--- src/rtl/alu_pkg.sv ---
// Shared opcode map, FSM state encoding and NZCV bit positions for alu_seq.
package alu_pkg;

  localparam logic [3:0] OP_AND   = 4'b0000;
  localparam logic [3:0] OP_ORR   = 4'b0001;
  localparam logic [3:0] OP_ADD   = 4'b0010;
  localparam logic [3:0] OP_SUB   = 4'b0110;
  localparam logic [3:0] OP_PASSB = 4'b0111;
  localparam logic [3:0] OP_NOR   = 4'b1100;
  localparam logic [3:0] OP_MUL   = 4'b1000;
  localparam logic [3:0] OP_LSL   = 4'b1001;
  localparam logic [3:0] OP_LSR   = 4'b1010;
  localparam logic [3:0] OP_UDIV  = 4'b1011;

  typedef enum logic [1:0] {
    IDLE = 2'd0,
    BUSY = 2'd1,
    DONE = 2'd2
  } state_t;

  localparam int NZCV_N = 3;
  localparam int NZCV_Z = 2;
  localparam int NZCV_C = 1;
  localparam int NZCV_V = 0;

endpackage

--- src/rtl/alu_seq_iter.sv ---
// Iterative radix-2 datapath: shift-add multiply, plus restoring unsigned
// divide when ALU_SEQ_UDIV_EN is defined. One step per clock, WIDTH steps.
module alu_seq_iter
  import alu_pkg::*;
#(
  parameter int WIDTH = 64
) (
  input  logic             clk,
  input  logic             rst_n,
  input  logic             start_i,
`ifdef ALU_SEQ_UDIV_EN
  input  logic             div_i,
`endif
  input  logic [WIDTH-1:0] a_i,
  input  logic [WIDTH-1:0] b_i,
  output logic             done_o,
  output logic [WIDTH-1:0] result_o
);

  localparam int CW = $clog2(WIDTH);

  logic [CW-1:0]    cnt_q;
  logic             run_q;
  logic [WIDTH-1:0] a_q, a_d;
  logic [WIDTH-1:0] b_q, b_d;
  logic [WIDTH-1:0] acc_q, acc_d;

`ifdef ALU_SEQ_UDIV_EN
  // Divide: acc holds the partial remainder, a shifts the dividend out and the quotient in.
  logic             div_q;
  logic [WIDTH:0]   rem_ext;
  logic [WIDTH:0]   rem_sub;
  assign rem_ext = {acc_q, a_q[WIDTH-1]};
  assign rem_sub = rem_ext - {1'b0, b_q};
`endif

  always_comb begin
    a_d   = a_q;
    b_d   = b_q;
    acc_d = acc_q;
`ifdef ALU_SEQ_UDIV_EN
    if (div_q) begin
      if (!rem_sub[WIDTH]) begin
        acc_d = rem_sub[WIDTH-1:0];
        a_d   = {a_q[WIDTH-2:0], 1'b1};
      end else begin
        acc_d = rem_ext[WIDTH-1:0];
        a_d   = {a_q[WIDTH-2:0], 1'b0};
      end
    end else
`endif
    begin
      acc_d = acc_q + (b_q[0] ? a_q : '0);
      a_d   = a_q << 1;
      b_d   = b_q >> 1;
    end
  end

  assign done_o = run_q && (cnt_q == CW'(WIDTH - 1));
`ifdef ALU_SEQ_UDIV_EN
  assign result_o = div_q ? a_d : acc_d;
`else
  assign result_o = acc_d;
`endif

  always_ff @(posedge clk or negedge rst_n) begin
    if (!rst_n) begin
      cnt_q <= '0;
      run_q <= 1'b0;
      a_q   <= '0;
      b_q   <= '0;
      acc_q <= '0;
`ifdef ALU_SEQ_UDIV_EN
      div_q <= 1'b0;
`endif
    end else if (start_i) begin
      cnt_q <= '0;
      run_q <= 1'b1;
      a_q   <= a_i;
      b_q   <= b_i;
      acc_q <= '0;
`ifdef ALU_SEQ_UDIV_EN
      div_q <= div_i;
`endif
    end else if (run_q) begin
      a_q   <= a_d;
      b_q   <= b_d;
      acc_q <= acc_d;
      if (done_o) begin
        run_q <= 1'b0;
        cnt_q <= '0;
      end else begin
        cnt_q <= cnt_q + 1'b1;
      end
    end
  end

endmodule

--- src/rtl/alu_seq.sv ---
// Handshaked ALU with registered results and NZCV flags; MUL (and UDIV when
// ALU_SEQ_UDIV_EN is defined) run on the iterative datapath in alu_seq_iter.
module alu_seq
  import alu_pkg::*;
#(
  parameter int WIDTH = 64,
  parameter int TAG_W = 5
) (
  input  logic             clk,
  input  logic             rst_n,
  input  logic             in_valid,
  output logic             in_ready,
  input  logic [3:0]       in_op,
  input  logic [WIDTH-1:0] in_a,
  input  logic [WIDTH-1:0] in_b,
  input  logic [TAG_W-1:0] in_tag,
  output logic             out_valid,
  input  logic             out_ready,
  output logic [WIDTH-1:0] out_result,
  output logic [TAG_W-1:0] out_tag,
  output logic [3:0]       out_nzcv,
  output logic             out_illegal
);

  localparam int SW = $clog2(WIDTH);

  state_t           state_q;
  logic             out_valid_q;
  logic [WIDTH-1:0] out_result_q;
  logic [TAG_W-1:0] out_tag_q;
  logic [3:0]       out_nzcv_q;
  logic             out_illegal_q;

  logic             accept;
  logic             is_multi;
  logic [WIDTH:0]   sum;
  logic [WIDTH:0]   diff;
  logic [WIDTH-1:0] sc_res;
  logic             sc_c, sc_v, sc_ill;
  logic             iter_done;
  logic [WIDTH-1:0] iter_res;
  logic             mc_v;

  function automatic logic [3:0] nzcv_of(input logic [WIDTH-1:0] r, input logic c, input logic v);
    logic [3:0] f;
    f         = '0;
    f[NZCV_N] = r[WIDTH-1];
    f[NZCV_Z] = (r == '0);
    f[NZCV_C] = c;
    f[NZCV_V] = v;
    return f;
  endfunction

  assign in_ready = (state_q == IDLE) || (state_q == DONE && out_ready);
  assign accept   = in_valid && in_ready;
`ifdef ALU_SEQ_UDIV_EN
  assign is_multi = (in_op == OP_MUL) || (in_op == OP_UDIV);
`else
  assign is_multi = (in_op == OP_MUL);
`endif

  assign sum  = {1'b0, in_a} + {1'b0, in_b};
  assign diff = {1'b0, in_a} - {1'b0, in_b};

  always_comb begin
    sc_res = '0;
    sc_c   = 1'b0;
    sc_v   = 1'b0;
    sc_ill = 1'b0;
    case (in_op)
      OP_AND:   sc_res = in_a & in_b;
      OP_ORR:   sc_res = in_a | in_b;
      OP_ADD: begin
        sc_res = sum[WIDTH-1:0];
        sc_c   = sum[WIDTH];
        sc_v   = (in_a[WIDTH-1] == in_b[WIDTH-1]) && (sum[WIDTH-1] != in_a[WIDTH-1]);
      end
      OP_SUB: begin
        sc_res = diff[WIDTH-1:0];
        sc_c   = ~diff[WIDTH];
        sc_v   = (in_a[WIDTH-1] != in_b[WIDTH-1]) && (diff[WIDTH-1] != in_a[WIDTH-1]);
      end
      OP_PASSB: sc_res = in_b;
      OP_NOR:   sc_res = ~(in_a | in_b);
      OP_LSL:   sc_res = in_a << in_b[SW-1:0];
      OP_LSR:   sc_res = in_a >> in_b[SW-1:0];
      default:  sc_ill = 1'b1;
    endcase
  end

  alu_seq_iter #(.WIDTH(WIDTH)) u_iter (
    .clk      (clk),
    .rst_n    (rst_n),
    .start_i  (accept && is_multi),
`ifdef ALU_SEQ_UDIV_EN
    .div_i    (in_op == OP_UDIV),
`endif
    .a_i      (in_a),
    .b_i      (in_b),
    .done_o   (iter_done),
    .result_o (iter_res)
  );

`ifdef ALU_SEQ_UDIV_EN
  // Divide-by-zero is reported on V; the restoring divider already yields all-ones.
  logic dbz_q;
  always_ff @(posedge clk or negedge rst_n) begin
    if (!rst_n)                  dbz_q <= 1'b0;
    else if (accept && is_multi) dbz_q <= (in_op == OP_UDIV) && (in_b == '0);
  end
  assign mc_v = dbz_q;
`else
  assign mc_v = 1'b0;
`endif

  always_ff @(posedge clk or negedge rst_n) begin
    if (!rst_n) begin
      state_q       <= IDLE;
      out_valid_q   <= 1'b0;
      out_result_q  <= '0;
      out_tag_q     <= '0;
      out_nzcv_q    <= 4'b0100;
      out_illegal_q <= 1'b0;
    end else begin
      case (state_q)
        IDLE, DONE: begin
          if (accept) begin
            out_tag_q <= in_tag;
            if (is_multi) begin
              state_q     <= BUSY;
              out_valid_q <= 1'b0;
            end else begin
              state_q       <= DONE;
              out_valid_q   <= 1'b1;
              out_result_q  <= sc_res;
              out_nzcv_q    <= nzcv_of(sc_res, sc_c, sc_v);
              out_illegal_q <= sc_ill;
            end
          end else if (state_q == DONE && out_ready) begin
            state_q     <= IDLE;
            out_valid_q <= 1'b0;
          end
        end
        BUSY: begin
          if (iter_done) begin
            state_q       <= DONE;
            out_valid_q   <= 1'b1;
            out_result_q  <= iter_res;
            out_nzcv_q    <= nzcv_of(iter_res, 1'b0, mc_v);
            out_illegal_q <= 1'b0;
          end
        end
        default: begin
          state_q     <= IDLE;
          out_valid_q <= 1'b0;
        end
      endcase
    end
  end

  assign out_valid   = out_valid_q;
  assign out_result  = out_result_q;
  assign out_tag     = out_tag_q;
  assign out_nzcv    = out_nzcv_q;
  assign out_illegal = out_illegal_q;

endmodule

--- config.mk ---
export PLATFORM = sky130hd
export DESIGN_NAME = alu_seq
export DESIGN_NICKNAME = d
export VERILOG_FILES = /design/src/rtl/alu_pkg.sv /design/src/rtl/alu_seq_iter.sv /design/src/rtl/alu_seq.sv
export SDC_FILE = /design/constraint.sdc
export NUM_CORES = 2
export LEC_CHECK = 0
export ABC_AREA = 1
export CAP_MARGIN = 25
export CORE_MARGIN = 2
export CORE_UTILIZATION = 25
export DETAILED_ROUTE_END_ITERATION = 8
export GPL_ROUTABILITY_DRIVEN = 0
export REMOVE_ABC_BUFFERS = 1
export SETUP_SLACK_MARGIN = 0.5
export SLEW_MARGIN = 20
export SYNTH_ARGS = -nofsm -noshare
export SYNTH_HDL_FRONTEND = slang
export SYNTH_SLANG_ARGS = --single-unit
--- constraint.sdc ---
create_clock -name clk -period 5.3 [get_ports clk]
set_clock_uncertainty 0.1 [all_clocks]
set_input_delay 1.06 -clock clk [delete_from_list [all_inputs] [get_ports clk]]
set_output_delay 1.06 -clock clk [all_outputs]
set_load 0.1 [all_outputs]
* Yosys cells after proc, flatten, opt, wreduce, memory -nomap -nowiden
Index checks and enable logic that the tools add are counted.
Widths: inputs -> output; s select.
** Word-level totals
- Flip-flop bits (word level) :: 276
- Bits of input ports :: 141
- Output and inout bits :: 76
- Logic and storage cells :: 97
** Cells by class
- Add/sub/neg operators :: 4
- Eq/ne operators :: 19
- Shift-type cells :: 2
- Multiplexer cells :: 39
- Bitwise logic cells :: 4
- Reduce and logical (&&, ||, !) cells :: 18
** Operators by type and width (count)
- $mux 64 :: 10
- $pmux 64 s8 :: 1
- $logic_not 64->1 :: 2
- $pmux 64 s2 :: 1
- $add 64x64->65 :: 1
- $sub 64x64->65 :: 1
- $add 64x64->64 :: 1
- $and 64x64->64 :: 1
- $not 64->64 :: 1
- $or 64x64->64 :: 1
- $shl 64x6->64 :: 1
- $shr 64x6->64 :: 1
- $mux 6 :: 3
- $eq 4x4->1 const B :: 4
- $mux 4 :: 3
- $mux 1 :: 11
- $eq 4x3->1 const B :: 2
- $mux 2 :: 4
- $pmux 1 s2 :: 4
- $pmux 4 s2 :: 1
- $reduce_or 8->1 :: 1
- $add 6x1->6 const B :: 1
- $eq 6x6->1 const B :: 1
- $logic_and 1x1->1 :: 6
- 17 further kinds :: 23

* Depth between registers and ports, before layout
- Depth after elaboration :: 7
- Gate-level depth with buffers :: 28
- Depth with buffers taken out :: 26

* Modules after synthesis
Synthesis repeated with hierarchy kept, for this count alone.
** Second synthesis, totals
- Cell total of the unflattened synthesis :: 7689
- Area total of the unflattened synthesis :: 41422.2 µm²
** By module, submodules not included
- alu_seq :: instances 1, cells an instance 5382, area each 26619.3 µm², seq. area each 1878.1 µm²
- alu_seq_iter :: instances 1, cells an instance 2307, area each 14802.9 µm², seq. area each 4979.8 µm²

* Worst setup path after synthesis
OpenSTA, ideal clock, no wires.
- Kind :: in2reg
- From :: input port out_ready
- To :: register out_result_q[63], in the netlist out_result[63]
- Setup time :: 0.146 ns
- Data arrival time :: 4.191 ns
- Data required time :: 5.054 ns
- Path slack :: 0.863 ns
- Cell stages on the path :: 11
- Path buffers :: 2
- Cell sequence :: nor2_1 > nor2_1 > nand2_1 > nor2_2 > inv_1 > nand2_1 > clkinv_1 > clkbuf_1 > clkbuf_1 > nand2_1 > o221ai_1
** Between the ends
- Longest elaborated chain between the ends :: 5
** Ends and longest elaborated chain
- from (decl) :: line alu_seq.sv:18 : input logic out_ready,
- $logic_and 1x1->1 :: line alu_seq.sv:54 : assign in_ready = (state_q == IDLE) || (state_q == DONE && out_ready);
- $logic_or 1x1->1 :: line alu_seq.sv:54
- via in_ready :: line alu_seq.sv:12 : output logic in_ready,
- $logic_and 1x1->1 :: line alu_seq.sv:55 : assign accept = in_valid && in_ready;
- $ne 2x2->1 (no line)
- $reduce_and 4->1 (no line)
- to (signal assigned) :: line alu_seq.sv:135 : out_result_q <= sc_res;
- to (signal assigned) :: line alu_seq.sv:148 : out_result_q <= iter_res;
- to (decl) :: line alu_seq.sv:29 : logic [WIDTH-1:0] out_result_q;
The timed path passes the listed nets, and every way through them passes these cells.
A chain may end at the register's enable or synchronous reset.

* Final worst setup path
- From :: input port in_b[43]
- To :: register out_nzcv_q[2], in the netlist out_nzcv[2]
** Between the ends
- Longest elaborated chain between the ends :: 7
- Elaborated cells on any way between the ends :: 10
- Those cells by class :: add/sub: 2; mux: 4; bitwise: 3; reduce/logical: 1
** Ends and longest elaborated chain
- from (decl) :: line alu_seq.sv:15 : input logic [WIDTH-1:0] in_b,
- parallel branches: the longest is 2 deep, another holds $sub 64x64->65
- $pmux 64 s8 * :: line alu_seq.sv:70 : case (in_op)
- $logic_not 64->1 * :: line alu_seq.sv:48 : f[NZCV_Z] = (r == '0);
- $mux 4 * :: line alu_seq.sv:129 : if (is_multi) begin
- $mux 4 * :: line alu_seq.sv:127 : if (accept) begin
- $pmux 4 s2 * :: line alu_seq.sv:125 : case (state_q)
- to (signal assigned) :: line alu_seq.sv:136 : out_nzcv_q <= nzcv_of(sc_res, sc_c, sc_v);
- to (signal assigned) :: line alu_seq.sv:149 : out_nzcv_q <= nzcv_of(iter_res, 1'b0, mc_v);
- to (decl) :: line alu_seq.sv:31 : logic [3:0] out_nzcv_q;
Mark *: on every way between the ends. The select of a mux whose other input is x is not followed.

==> impl_metrics.toml <==
[floorplan]
pin_count = 217
dieArea_um2 = 168000
core_um2 = 163000
initial_core_util = 0.253
placementRows = 148
die_w_um = 410
die_h_um = 410

[detailed_routing]
ant_nets = 0
drt_first_pass_iters = 9
drt-total-wl_um = 236000
drc = 21
vias = 54600
viasPerCell = 5.51
wl_per_cell_um = 23.8
first_iter_violations = 9185

[cells_and_area]
drive_gt1_frac = 0.0520
layout_common_cells = "nand2_1 (2723), inv_1 (1158), nand3_1 (1108), nor2_1 (640), dfrtp_1 (272)"
final_area_um2 = 47500
final_nets = 8110
layout_commonest_cell = "nand2_1"
instances_no_fill = 9907
area_delta_synth_final_pct = 15.4
utilization = 0.291

[sta]
drv_slew = 0
slew_headroom = 0.220
hold_violations = 0
finalSetupTns_ns = 0
max_freq_mhz = 207
tightest_slew_ns = 1.16
setup_violations = 0
rsz0062_at_grt = "no"
final_min_period_over_clock_period = 0.914
min_period_ns = 4.84

[cts]
cts.clk_slew.worst_paths_ns = 0.07
clockBufferDepth = 3
cts_tree = "done"
cts_setup_buffers = 0
cts_buffers = 35
cts-root-buf = "clkbuf_16"
h-tree-depth = 2
clk_latency_ns = 0.62
cts_sinks = 274

[yosys]
synth_edf_count = 0
ys_seq_area_frac = 0.166
synth_cell_type_count = 61
syn_area_per_cell_um2 = 5.45
synth_ff_type = "dfrtp_1"
yosysTopAreaCell = "nand2_1"
synth_area_um2 = 41200
synthArstFlopShare = 1.00
synth_cells = 7567
yosys.area.top_type_share = 0.249
yosysWarnings = 0
synthTopCellsByArea = "nand2_1 (25%), dfrtp_1 (17%), nand3_1 (13%)"
ys_ff_latch = 274

[outcome]
violations = "DRC"
status = "complete, but fails checks"

[place]
dp.cells = 9832
io_buffers = 216
place_hpwl_um = 193000
dpl_cell_area_um2 = 46300

[global_route]
grt_max_degree = 140
antenna_found_initial = 21
overflow = 0
grt_pass1_wl_um = 335000
grt_pass1_vias = 49300
track_usage = 0.269

[worst_setup_path]
crit_path_max_fanout = 8
arrival_ns = 5.30
critPathRequiredTime_ns = 5.76
crit_type = "in -> reg"
cp-start-kind = "primary input"
end_kind = "flop"

[power]
p_total_mw = 13.8
power_density_nw_per_um2 = 291
p_leak_nw = 25.7
ir_worst_vdd_uv = 277

[run]
cap_violations = 0

[worst_hold_path]
hold_class = "in -> async"
-- power by group --
part | switching [mW] | internal, mW | leakage (nW)
clock | 1.12 | 1.47 | 0.574
sequential | 0.649 | 2.79 | 3.57
combinational | 5.68 | 2.14 | 21.6
total | 7.45 | 6.39 | 25.7
-- final cells by class --
type                       count  area (um^2)
multi-input combinational   5796        28500
clock buffer                  44          940
inverter                    1184         4460
clock inverter                17          224
sequential                   274         6860
fill                       18500       116000
antenna                       14         35.0
timing repair buffer         403         3780
tap                         2175         2720
-- kinds of logic after synthesis --
logic type / after synthesis / share of synthesized area
AO/OA/AOI/OAI: 753 / 0.114
adder cells (fa/ha/maj): 275 / 0.0841
multiplexers: 5 / 0.00137
AND/OR/NAND/NOR: 4752 / 0.488
flip-flops: 274 / 0.166
XOR/XNOR: 11 / 0.00234
buffers and inverters: 1497 / 0.144
-- Yosys cell counts (7+ instances only) --
master / n
nand2_1: 2729
inv_1: 1160
nand3_1: 1111
nor2_1: 653
dfrtp_1: 273
ha_1: 272
a21oi_1: 242
o21ai_0: 166
buf_2: 125
clkbuf_1: 122
o221ai_1: 104
o211ai_1: 89
nand4_1: 84
o22ai_1: 43
buf_1: 35
nor3_1: 34
nand3_2: 25
o21bai_1: 23
nand3b_1: 22
nor2_2: 21
inv_2: 19
nand2_4: 19
a211oi_1: 16
o21ai_1: 16
buf_4: 15
a221oi_1: 11
and2_1: 10
nand2_2: 10
o2111ai_1: 9
xor2_1: 9
buf_6: 8
a22oi_1: 7
and3_1: 7
nor3_2: 7
-- sequential cells by signal, summed over array words and instances, names as in the netlist --
signal,count
out_result,64
u_iter.a_q,64
u_iter.acc_q,64
u_iter.b_q,64
u_iter.cnt_q,6
out_tag,5
out_nzcv,3
state_q,2
out_illegal,1
u_iter.run_q,1
-- critical path: stages --
cell,delay [ns]
clkdlybuf4s50_1,0.59
inv_1,0.15
ha_1,0.63
inv_1,0.32
a21oi_2,0.37
nor2_1,0.07
nor2_1,0.10
nand2_1,0.10
inv_1,0.06
nand2_1,0.12
nand3b_1,0.36
nor2_1,0.17
nor2_1,0.06
nor2_1,0.44
nand2_1,0.11
nor2_1,0.11
nand2_1,0.10
nor2_1,0.12
nand3_1,0.11
a21oi_2,0.13
-- stage by stage --
step                      setup WS [ns]  hold WS [ns]
after floorplan                   -5.26         0.359
after global placement           0.0296         0.368
after detailed placement         0.0361         0.376
after CTS                         0.658         0.254
after global routing              0.511         0.255
final                             0.458         0.238
-- what timing repair did --
action	in CTS	in global routing
endpoints found under the hold margin	0	0
gates resized for setup	0	28
endpoints found under the setup margin	0	2
hold buffers	0	0
-- final timing paths --
| path | from | to | slack, ns | cells past startpoint |
|---|---|---|---|---|
| max | in_b[43] | out_nzcv[2]$_DFFE_PN1P_ | 0.46 | 20 |
| min reg2reg | out_nzcv[0]$_DFFE_PN0P_ | out_nzcv[0]$_DFFE_PN0P_ | 0.38 | 1 |
| min in group clk | out_nzcv[0]$_DFFE_PN0P_ | out_nzcv[0]$_DFFE_PN0P_ | 0.38 | 1 |
| max in group asynchronous | rst_n | u_iter.acc_q[41]$_DFFE_PN0P_ | 3.81 | 2 |
| max reg2reg | u_iter.b_q[0]$_DFFE_PN0P_ | out_nzcv[2]$_DFFE_PN1P_ | 0.65 | 21 |
| min | rst_n | out_result[23]$_DFFE_PN0P_ | 0.24 | 1 |
-- layer usage --
layer  GRT usage  wire [um]
met1       0.335      86900
met4       0.191      21000
met3       0.103      36600
met5    0.000287         48
met2       0.378      91800
No activity file was read; power rests on OpenSTA's default activity.
